===== src/rtl/dice_result_capture_if.sv =====
// -----------------------------------------------------------------------------
// dice_result_capture_if
// Groups the signals exchanged between the dice result capture block and its
// surroundings (roll button, dice face, display/status outputs, histogram).
//
// Parameters:
//   CNT_W        width of the histogram read-back bus
// Signals:
//   button       roll button, already synchronised
//   throw        dice face from the dice counter (legal 1..6)
//   rolling      high while the button is held or the face is settling
//   result       last captured legal face, 0 = none yet
//   result_valid one-cycle strobe when result updates
//   pips         7-LED pattern [6]TL [5]TR [4]ML [3]C [2]MR [1]BL [0]BR
//   error        sticky illegal-sample flag
//   hist_sel     histogram face select
//   hist_count   roll count for face hist_sel
// Modports:
//   master       drives button/throw/hist_sel, observes the results
//   slave        the capture block itself
// -----------------------------------------------------------------------------
interface dice_result_capture_if #(
  parameter int CNT_W = 8
);
  logic             button;
  logic [2:0]       throw;
  logic             rolling;
  logic [2:0]       result;
  logic             result_valid;
  logic [6:0]       pips;
  logic             error;
  logic [2:0]       hist_sel;
  logic [CNT_W-1:0] hist_count;

  modport master (
    output button, throw, hist_sel,
    input  rolling, result, result_valid, pips, error, hist_count
  );

  modport slave (
    input  button, throw, hist_sel,
    output rolling, result, result_valid, pips, error, hist_count
  );
endinterface


===== src/rtl/dice_result_capture.sv =====
// -----------------------------------------------------------------------------
// dice_result_capture
// Consumer end of the electronic dice. Watches the roll button, waits for the
// dice to settle after release, samples and validates the face, and publishes
// it as a registered result, a one-cycle valid strobe and an LED pip pattern.
//
// Parameters:
//   SETTLE_CYCLES  cycles after the first low button cycle before throw is
//                  sampled (>= 1)
//   CNT_W          width of the per-face roll counters (saturating)
// Ports:
//   clk            system clock, rising edge
//   rst            synchronous, active-high reset
//   bus            dice_result_capture_if.slave (button, throw, rolling,
//                  result, result_valid, pips, error, hist_sel, hist_count)
// Configuration:
//   DICE_HIST_EN   when defined, six saturating per-face roll counters are
//                  built and readable through hist_sel/hist_count; otherwise
//                  hist_count reads 0 and hist_sel is ignored.
// -----------------------------------------------------------------------------
module dice_result_capture #(
  parameter int SETTLE_CYCLES = 2,
  parameter int CNT_W         = 8
) (
  input  logic                   clk,
  input  logic                   rst,
  dice_result_capture_if.slave   bus
);

  localparam int SET_W = (SETTLE_CYCLES > 1) ? $clog2(SETTLE_CYCLES) : 1;
  localparam logic [SET_W-1:0] SETTLE_LOAD = SET_W'(SETTLE_CYCLES - 1);

  typedef enum logic [1:0] {
    ST_IDLE    = 2'd0,
    ST_ROLLING = 2'd1,
    ST_SETTLE  = 2'd2,
    ST_SHOW    = 2'd3
  } state_e;

  // Face value to LED pattern; illegal faces light nothing.
  function automatic logic [6:0] pip_decode(input logic [2:0] face);
    logic [6:0] p;
    case (face)
      3'd1:    p = 7'h08;
      3'd2:    p = 7'h41;
      3'd3:    p = 7'h49;
      3'd4:    p = 7'h63;
      3'd5:    p = 7'h6B;
      3'd6:    p = 7'h77;
      default: p = 7'h00;
    endcase
    return p;
  endfunction

  function automatic logic face_legal(input logic [2:0] face);
    return (face != 3'd0) && (face != 3'd7);
  endfunction

  state_e           state_q,        state_d;
  logic [SET_W-1:0] settle_cnt_q,   settle_cnt_d;
  logic [2:0]       result_q,       result_d;
  logic             result_valid_q, result_valid_d;
  logic [6:0]       pips_q,         pips_d;
  logic             rolling_q,      rolling_d;
  logic             error_q,        error_d;

  // Next-state and next-output computation for the capture FSM.
  always_comb begin
    state_d        = state_q;
    settle_cnt_d   = settle_cnt_q;
    result_d       = result_q;
    error_d        = error_q;
    result_valid_d = 1'b0;

    case (state_q)
      ST_IDLE: begin
        if (bus.button) begin
          state_d = ST_ROLLING;
        end else begin
          state_d = ST_IDLE;
        end
      end
      ST_ROLLING: begin
        if (!bus.button) begin
          state_d      = ST_SETTLE;
          settle_cnt_d = SETTLE_LOAD;
        end else begin
          state_d = ST_ROLLING;
        end
      end
      ST_SETTLE: begin
        // A re-press wins over a sample due in the same cycle.
        if (bus.button) begin
          state_d = ST_ROLLING;
        end else if (settle_cnt_q == {SET_W{1'b0}}) begin
          if (face_legal(bus.throw)) begin
            state_d        = ST_SHOW;
            result_d       = bus.throw;
            error_d        = 1'b0;
            result_valid_d = 1'b1;
          end else begin
            state_d = ST_IDLE;
            error_d = 1'b1;
          end
        end else begin
          settle_cnt_d = settle_cnt_q - SET_W'(1);
        end
      end
      ST_SHOW: begin
        if (bus.button) begin
          state_d = ST_ROLLING;
        end else begin
          state_d = ST_SHOW;
        end
      end
      default: begin
        state_d = ST_IDLE;
      end
    endcase

    // Outputs are derived from the next state so that, once registered, they
    // line up exactly with the state they describe.
    rolling_d = (state_d == ST_ROLLING) || (state_d == ST_SETTLE);
    if (rolling_d) begin
      pips_d = 7'h00;
    end else begin
      pips_d = pip_decode(result_d);
    end
  end

  // State, settle counter and registered outputs.
  always_ff @(posedge clk) begin
    if (rst) begin
      state_q        <= ST_IDLE;
      settle_cnt_q   <= {SET_W{1'b0}};
      result_q       <= 3'd0;
      result_valid_q <= 1'b0;
      pips_q         <= 7'h00;
      rolling_q      <= 1'b0;
      error_q        <= 1'b0;
    end else begin
      state_q        <= state_d;
      settle_cnt_q   <= settle_cnt_d;
      result_q       <= result_d;
      result_valid_q <= result_valid_d;
      pips_q         <= pips_d;
      rolling_q      <= rolling_d;
      error_q        <= error_d;
    end
  end

  assign bus.result       = result_q;
  assign bus.result_valid = result_valid_q;
  assign bus.pips         = pips_q;
  assign bus.rolling      = rolling_q;
  assign bus.error        = error_q;

`ifdef DICE_HIST_EN
  logic [CNT_W-1:0] hist_q [6];
  logic [CNT_W-1:0] hist_d [6];
  logic [CNT_W-1:0] hist_count_s;

  // Bump the counter of the face being captured, holding at all-ones.
  always_comb begin
    for (int i = 0; i < 6; i++) begin
      if (result_valid_d && (result_d == 3'(i + 1)) && (hist_q[i] != {CNT_W{1'b1}})) begin
        hist_d[i] = hist_q[i] + CNT_W'(1);
      end else begin
        hist_d[i] = hist_q[i];
      end
    end
  end

  // Per-face roll counters.
  always_ff @(posedge clk) begin
    if (rst) begin
      for (int i = 0; i < 6; i++) begin
        hist_q[i] <= {CNT_W{1'b0}};
      end
    end else begin
      for (int i = 0; i < 6; i++) begin
        hist_q[i] <= hist_d[i];
      end
    end
  end

  // Combinational histogram read port; faces 0 and 7 have no counter.
  always_comb begin
    case (bus.hist_sel)
      3'd1:    hist_count_s = hist_q[0];
      3'd2:    hist_count_s = hist_q[1];
      3'd3:    hist_count_s = hist_q[2];
      3'd4:    hist_count_s = hist_q[3];
      3'd5:    hist_count_s = hist_q[4];
      3'd6:    hist_count_s = hist_q[5];
      default: hist_count_s = {CNT_W{1'b0}};
    endcase
  end

  assign bus.hist_count = hist_count_s;
`else
  assign bus.hist_count = {CNT_W{1'b0}};
`endif

endmodule


===== src/flat_wrapper.sv =====
// flat-port wrapper written by rule: the top's interface ports become plain ports
module dice_result_capture_flat 
#(
  parameter int SETTLE_CYCLES = 2,
  parameter int CNT_W         = 8
)
  (clk, rst, bus_button, bus_throw, bus_hist_sel, bus_rolling, bus_result, bus_result_valid, bus_pips, bus_error, bus_hist_count);
  dice_result_capture_if #(.CNT_W(CNT_W)) bus_i ();
  input  logic clk;
  input  logic rst;
  input wire logic [$bits(bus_i.button)-1:0] bus_button;
  input wire logic [$bits(bus_i.throw)-1:0] bus_throw;
  input wire logic [$bits(bus_i.hist_sel)-1:0] bus_hist_sel;
  output wire logic [$bits(bus_i.rolling)-1:0] bus_rolling;
  output wire logic [$bits(bus_i.result)-1:0] bus_result;
  output wire logic [$bits(bus_i.result_valid)-1:0] bus_result_valid;
  output wire logic [$bits(bus_i.pips)-1:0] bus_pips;
  output wire logic [$bits(bus_i.error)-1:0] bus_error;
  output wire logic [$bits(bus_i.hist_count)-1:0] bus_hist_count;
  assign bus_i.button = bus_button;
  assign bus_i.throw = bus_throw;
  assign bus_i.hist_sel = bus_hist_sel;
  assign bus_rolling = bus_i.rolling;
  assign bus_result = bus_i.result;
  assign bus_result_valid = bus_i.result_valid;
  assign bus_pips = bus_i.pips;
  assign bus_error = bus_i.error;
  assign bus_hist_count = bus_i.hist_count;
  dice_result_capture #(.SETTLE_CYCLES(SETTLE_CYCLES), .CNT_W(CNT_W)) u_core (.clk(clk), .rst(rst), .bus(bus_i));
endmodule

===== config.mk =====
export PLATFORM = sky130hd
export DESIGN_NAME = dice_result_capture_flat
export DESIGN_NICKNAME = d
export VERILOG_FILES = /design/src/rtl/dice_result_capture_if.sv /design/src/rtl/dice_result_capture.sv /design/src/flat_wrapper.sv
export SDC_FILE = /design/constraint.sdc
export NUM_CORES = 1
export LEC_CHECK = 0
export ABC_AREA = 1
export BUFFER_PORTS_ARGS = -buffer_cell sky130_fd_sc_hd__buf_2
export CORE_MARGIN = 2
export CORE_UTILIZATION = 25
export CTS_BUF_LIST = sky130_fd_sc_hd__clkbuf_8
export DETAILED_ROUTE_END_ITERATION = 7
export SLEW_MARGIN = 10
export SYNTH_ARGS = -nofsm -noshare
export SYNTH_HDL_FRONTEND = slang
export SYNTH_SLANG_ARGS = --single-unit

===== constraint.sdc =====
create_clock -name clk -period 1.2 [get_ports clk]
set_input_delay 0.24 -clock clk [delete_from_list [all_inputs] [get_ports clk]]
set_output_delay 0.24 -clock clk [all_outputs]
set_load 0.02 [all_outputs]

==> impl_summary.md <==
Timing
Setup repair after global routing could not meet its margin everywhere. The routed design could run at a clock period as short as 1.24 ns. The final hold violation count was 0.

In the post-route analysis, the smallest setup slack over all paths is -0.0369 ns. The max-slew violation count is 0. The final number of setup-violating endpoints is 2. Derived from the worst setup path, the maximum achievable clock frequency is 0.808 GHz. The post-route clock skew is 0.00253 ns. In the finished design, the share of the clock period the worst path needs comes to 103%.

Worst hold path
The worst min-delay path endpoint is u_core.bus.result[0]. In this run the most critical hold path is launched from rst. The worst hold path passes through 2 cells. The tightest min-delay check is of the in -> reg type.

Drt
After the first detailed-routing iteration, the DRC count stood at 4. The via density per instance is 3.93. Dividing the detail-routed wire length by the instance count gives 8.74 µm. For this block, the routed nets add up to about 1300 µm of wire.

In the routed design, unresolved DRC markers number 0. Once detail routing completed, the nets flagged for antenna violations numbered 0. The via count of the routed design is 577.

The number of search-and-repair iterations in the first detailed-routing pass is 4.

Synth
Of the total synthesized cell area, the portion taken by AND, OR, NAND and NOR gates is 31.7%. Sequential cells were found to cover 39.9% of the synthesized design area. The portion of netlist area occupied by mux cells is 0%. The synthesized area divided by synthesized cell count is roughly 7.2 µm². The cell count after synthesis came out at 90. Synthesis instantiated 16 different standard cells from the library. The xor and xnor fraction of the mapped netlist area is 0%. After synthesis the cells add up to 652 µm².

Summing the areas of all fa, ha and maj instances in the mapped netlist gives 0% of the synthesized area. The count of yosys warnings during synthesis is 0. The combinational family with the most area after synthesis is simple AND/OR/NAND/NOR gates. Summing the areas of all compound-gate instances in the mapped netlist gives under 10% of the synthesized area.

Synthesis inferred 13 register bits.

Outcome
The flow ran to the end, but the final reports show violations. The final reports fail on negative setup slack.

Critical path
Walking the worst path, the cells encountered are inv_2 -> nand2_2 -> nor2_4 -> nand2_4 -> nand2_2 -> nand2_2 -> nor2_4 -> nor2_2 -> nand2_1 -> nand2_1. The worst reg2reg path depth is 10. The critical path is of the reg -> reg type. The number of buffers and inverters on the critical path is 1.

The terminus of the critical flop-to-flop path is u_core.bus.pips[0]. The kind of capture point of the worst setup path is a flop. In this run the critical register-to-register path is launched from u_core.state_q[0]. The setup check on the worst reg-to-reg path leaves a slack of -0.04 ns. In this run the worst path has a maximum fanout of 5.

The required time reported for the critical path endpoint is 1.33 ns. The worst setup path is launched from a flop. The critical-path cell with the highest stage delay is sky130_fd_sc_hd__dfxtp_2. The data arrival at the endpoint of the critical path is 1.37 ns. The delay of the slowest cell on the worst path is ~0.32 ns. Grouping stages by cell kind, the critical path spends the most delay in simple AND/OR/NAND/NOR gates. The cell that appears most often on the critical path is sky130_fd_sc_hd__nand2_2.

Run
Across the run, the number of max-cap violations was 0.

Cells and area
The fraction of layout cells with a size suffix above 1 is 47.9%. The most frequent standard cell in the layout excluding fill and tap cells is sky130_fd_sc_hd__buf_2. The area growth from synthesis to layout is 37.6%. In the final design database the tool counted 127 nets.

Leaving out fill and tap cells, the most frequent cells in the layout are sky130_fd_sc_hd__buf_2, sky130_fd_sc_hd__inv_1, sky130_fd_sc_hd__nand2_1. 0 antenna diodes ended up in the layout.

GRT
Global routing used slightly above 9% of the available tracks across all layers. Global routing finished with a remaining overflow of 0. The pin count of the biggest net entering global routing is 8.

The number of antenna violations at the first check in global routing was 0. The number of global-route vias before repair is 511. The first global-routing pass estimated 1960 µm of wire.

Clock tree
The CTS buffer count is 3. The tree is rooted in a sky130_fd_sc_hd__clkbuf_8. The maximum number of buffers from clock root to sink is 2. The number of clock sinks is 13. The latest clock arrival within the worst-skew pair is 0.24 ns. The number of hold buffers added after CTS was 0. TritonCTS built the clock tree. After clock tree synthesis, the clock-pin slew on the worst setup and hold paths is ~0.05 ns.

In this run the number of H-tree levels came out at 1.

Power and ir drop
The analysis attributes to cell leakage a power of 0.499 nW. The power density relative to cell area is 1080 nW/µm². Overall power consumption after layout is estimated at 0.972 mW.

The worst vdd rail ir drop is around 0.56 mV.

Placement
The half-perimeter wire length after detailed placement is 1000 µm. Routability-driven placement finished with a final weighted congestion of ~0.73. The worst slack after detailed placement is -0.0782 ns. The count of port buffers added during placement is 18.

Floorplan
The count of pins on the block boundary is 30. The floorplan core area is 2480 µm². The die is 55.1 µm tall. The die covers ~3000 µm².

The placement row count is 18. The width of the die is 55.1 µm. The initial cell density of the core is 26.3%.
==> sequential cells by signal, indices dropped and copies added, names as in the netlist <==
| signal | cells |
|---|---|
| u_core.bus.pips | 4 |
| u_core.bus.result_valid | 1 |
| u_core.bus.rolling | 1 |
| u_core.bus.result | 3 |
| u_core.state_q | 2 |
| u_core.settle_cnt_q | 1 |
| u_core.bus.error | 1 |
==> what timing repair did <==
action / CTS / global route
endpoints found under the hold margin: 0 / 0
endpoints found under the setup margin: 2 / 5
gates resized for setup: 6 / 12
setup buffers: 0 / 2
pin swaps: 4 / 7
==> area by class of cell <==
class	count	area [µm²]
Timing Repair Buffer	27	158
Clock buffer	3	41.3
Fill cell	283	1580
Sequential cell	13	262
Tap cell	30	37.5
Clock inverter	1	3.75
Inverter	15	56.3
Multi-Input combinational cell	58	339
==> layer usage <==
layer | global-route usage (%) | up-vias | share of wire (%)
met5 | 0 | - | 0
met1 | 9.76 | 252 | 45
met3 | 4.03 | 2 | 7.1
met2 | 16.3 | 21 | 47
met4 | 2.44 | 0 | 0.31
li1 | - | 302 | -
==> kinds of logic after synthesis <==
kind of cell           count (synthesis)
AO/OA/AOI/OAI                          7
AND/OR/NAND/NOR                       43
other                                  1
flip-flops                            13
buffers and inverters                 26
==> how the worst max path moves through the flow <==
stage | from | end | slack (ns) | cells past startpoint
after global placement | bus_button | u_core.bus.pips[0] | -0.04 | 11
after detailed placement | bus_button | u_core.bus.pips[0] | -0.08 | 11
after floorplan | u_core.state_q[1] | u_core.bus.pips[0] | 0.08 | 9
after global routing | u_core.state_q[0] | u_core.bus.pips[0] | -0.12 | 10
after CTS | u_core.settle_cnt_q | u_core.bus.pips[0] | -0.005 | 10
final | u_core.state_q[0] | u_core.bus.pips[0] | -0.04 | 10
==> stage by stage <==
stage	utilization (%)	setup TNS (ns)	hold slack, ns	instance area [µm²]	std cells
2_1_floorplan	-	0	0.309	678	97
3_5_place_dp	31.3	-0.211	0.495	776	141
6_report	36.2	-0.0609	0.241	897	147
3_3_place_gp	31.3	-0.0988	0.490	776	141
5_1_grt	36.2	-0.374	0.240	897	147
4_1_cts	33.6	-0.00526	0.239	833	145
==> worst register-to-register path: stages (launching register included) <==
cell,delay [ns]
sky130_fd_sc_hd__dfxtp_2,0.32
sky130_fd_sc_hd__inv_2,0.06
sky130_fd_sc_hd__nand2_2,0.06
sky130_fd_sc_hd__nor2_4,0.18
sky130_fd_sc_hd__nand2_4,0.10
sky130_fd_sc_hd__nand2_2,0.11
sky130_fd_sc_hd__nand2_2,0.07
sky130_fd_sc_hd__nor2_4,0.08
sky130_fd_sc_hd__nor2_2,0.04
sky130_fd_sc_hd__nand2_1,0.07
sky130_fd_sc_hd__nand2_1,0.05
==> power by group <==
part	internal (mW)	switching, mW	total (mW)
clock	0.226	0.151	0.377
sequential	0.444	0.00490	0.449
combinational	0.0503	0.0967	0.147
total	0.720	0.253	0.972
==> cell usage after synthesis <==
master / number / share of area, %
sky130_fd_sc_hd__nor2_1: 7 / 4.0
sky130_fd_sc_hd__nand2_2: 7 / 6.7
sky130_fd_sc_hd__nor2b_1: 1 / 0.96
sky130_fd_sc_hd__dfxtp_1: 13 / 40
sky130_fd_sc_hd__nand3b_1: 1 / 1.2
sky130_fd_sc_hd__inv_1: 13 / 7.5
sky130_fd_sc_hd__nor2_4: 2 / 3.5
sky130_fd_sc_hd__nand3_1: 5 / 3.8
sky130_fd_sc_hd__nand2_1: 20 / 12
sky130_fd_sc_hd__buf_4: 11 / 13
sky130_fd_sc_hd__conb_1: 1 / 0.58
sky130_fd_sc_hd__a21oi_2: 1 / 1.3
sky130_fd_sc_hd__a21oi_1: 3 / 2.3
sky130_fd_sc_hd__o21ai_0: 2 / 1.5
sky130_fd_sc_hd__inv_2: 2 / 1.2
sky130_fd_sc_hd__o21ai_2: 1 / 1.3
No activity file was read; power rests on OpenSTA's default activity.
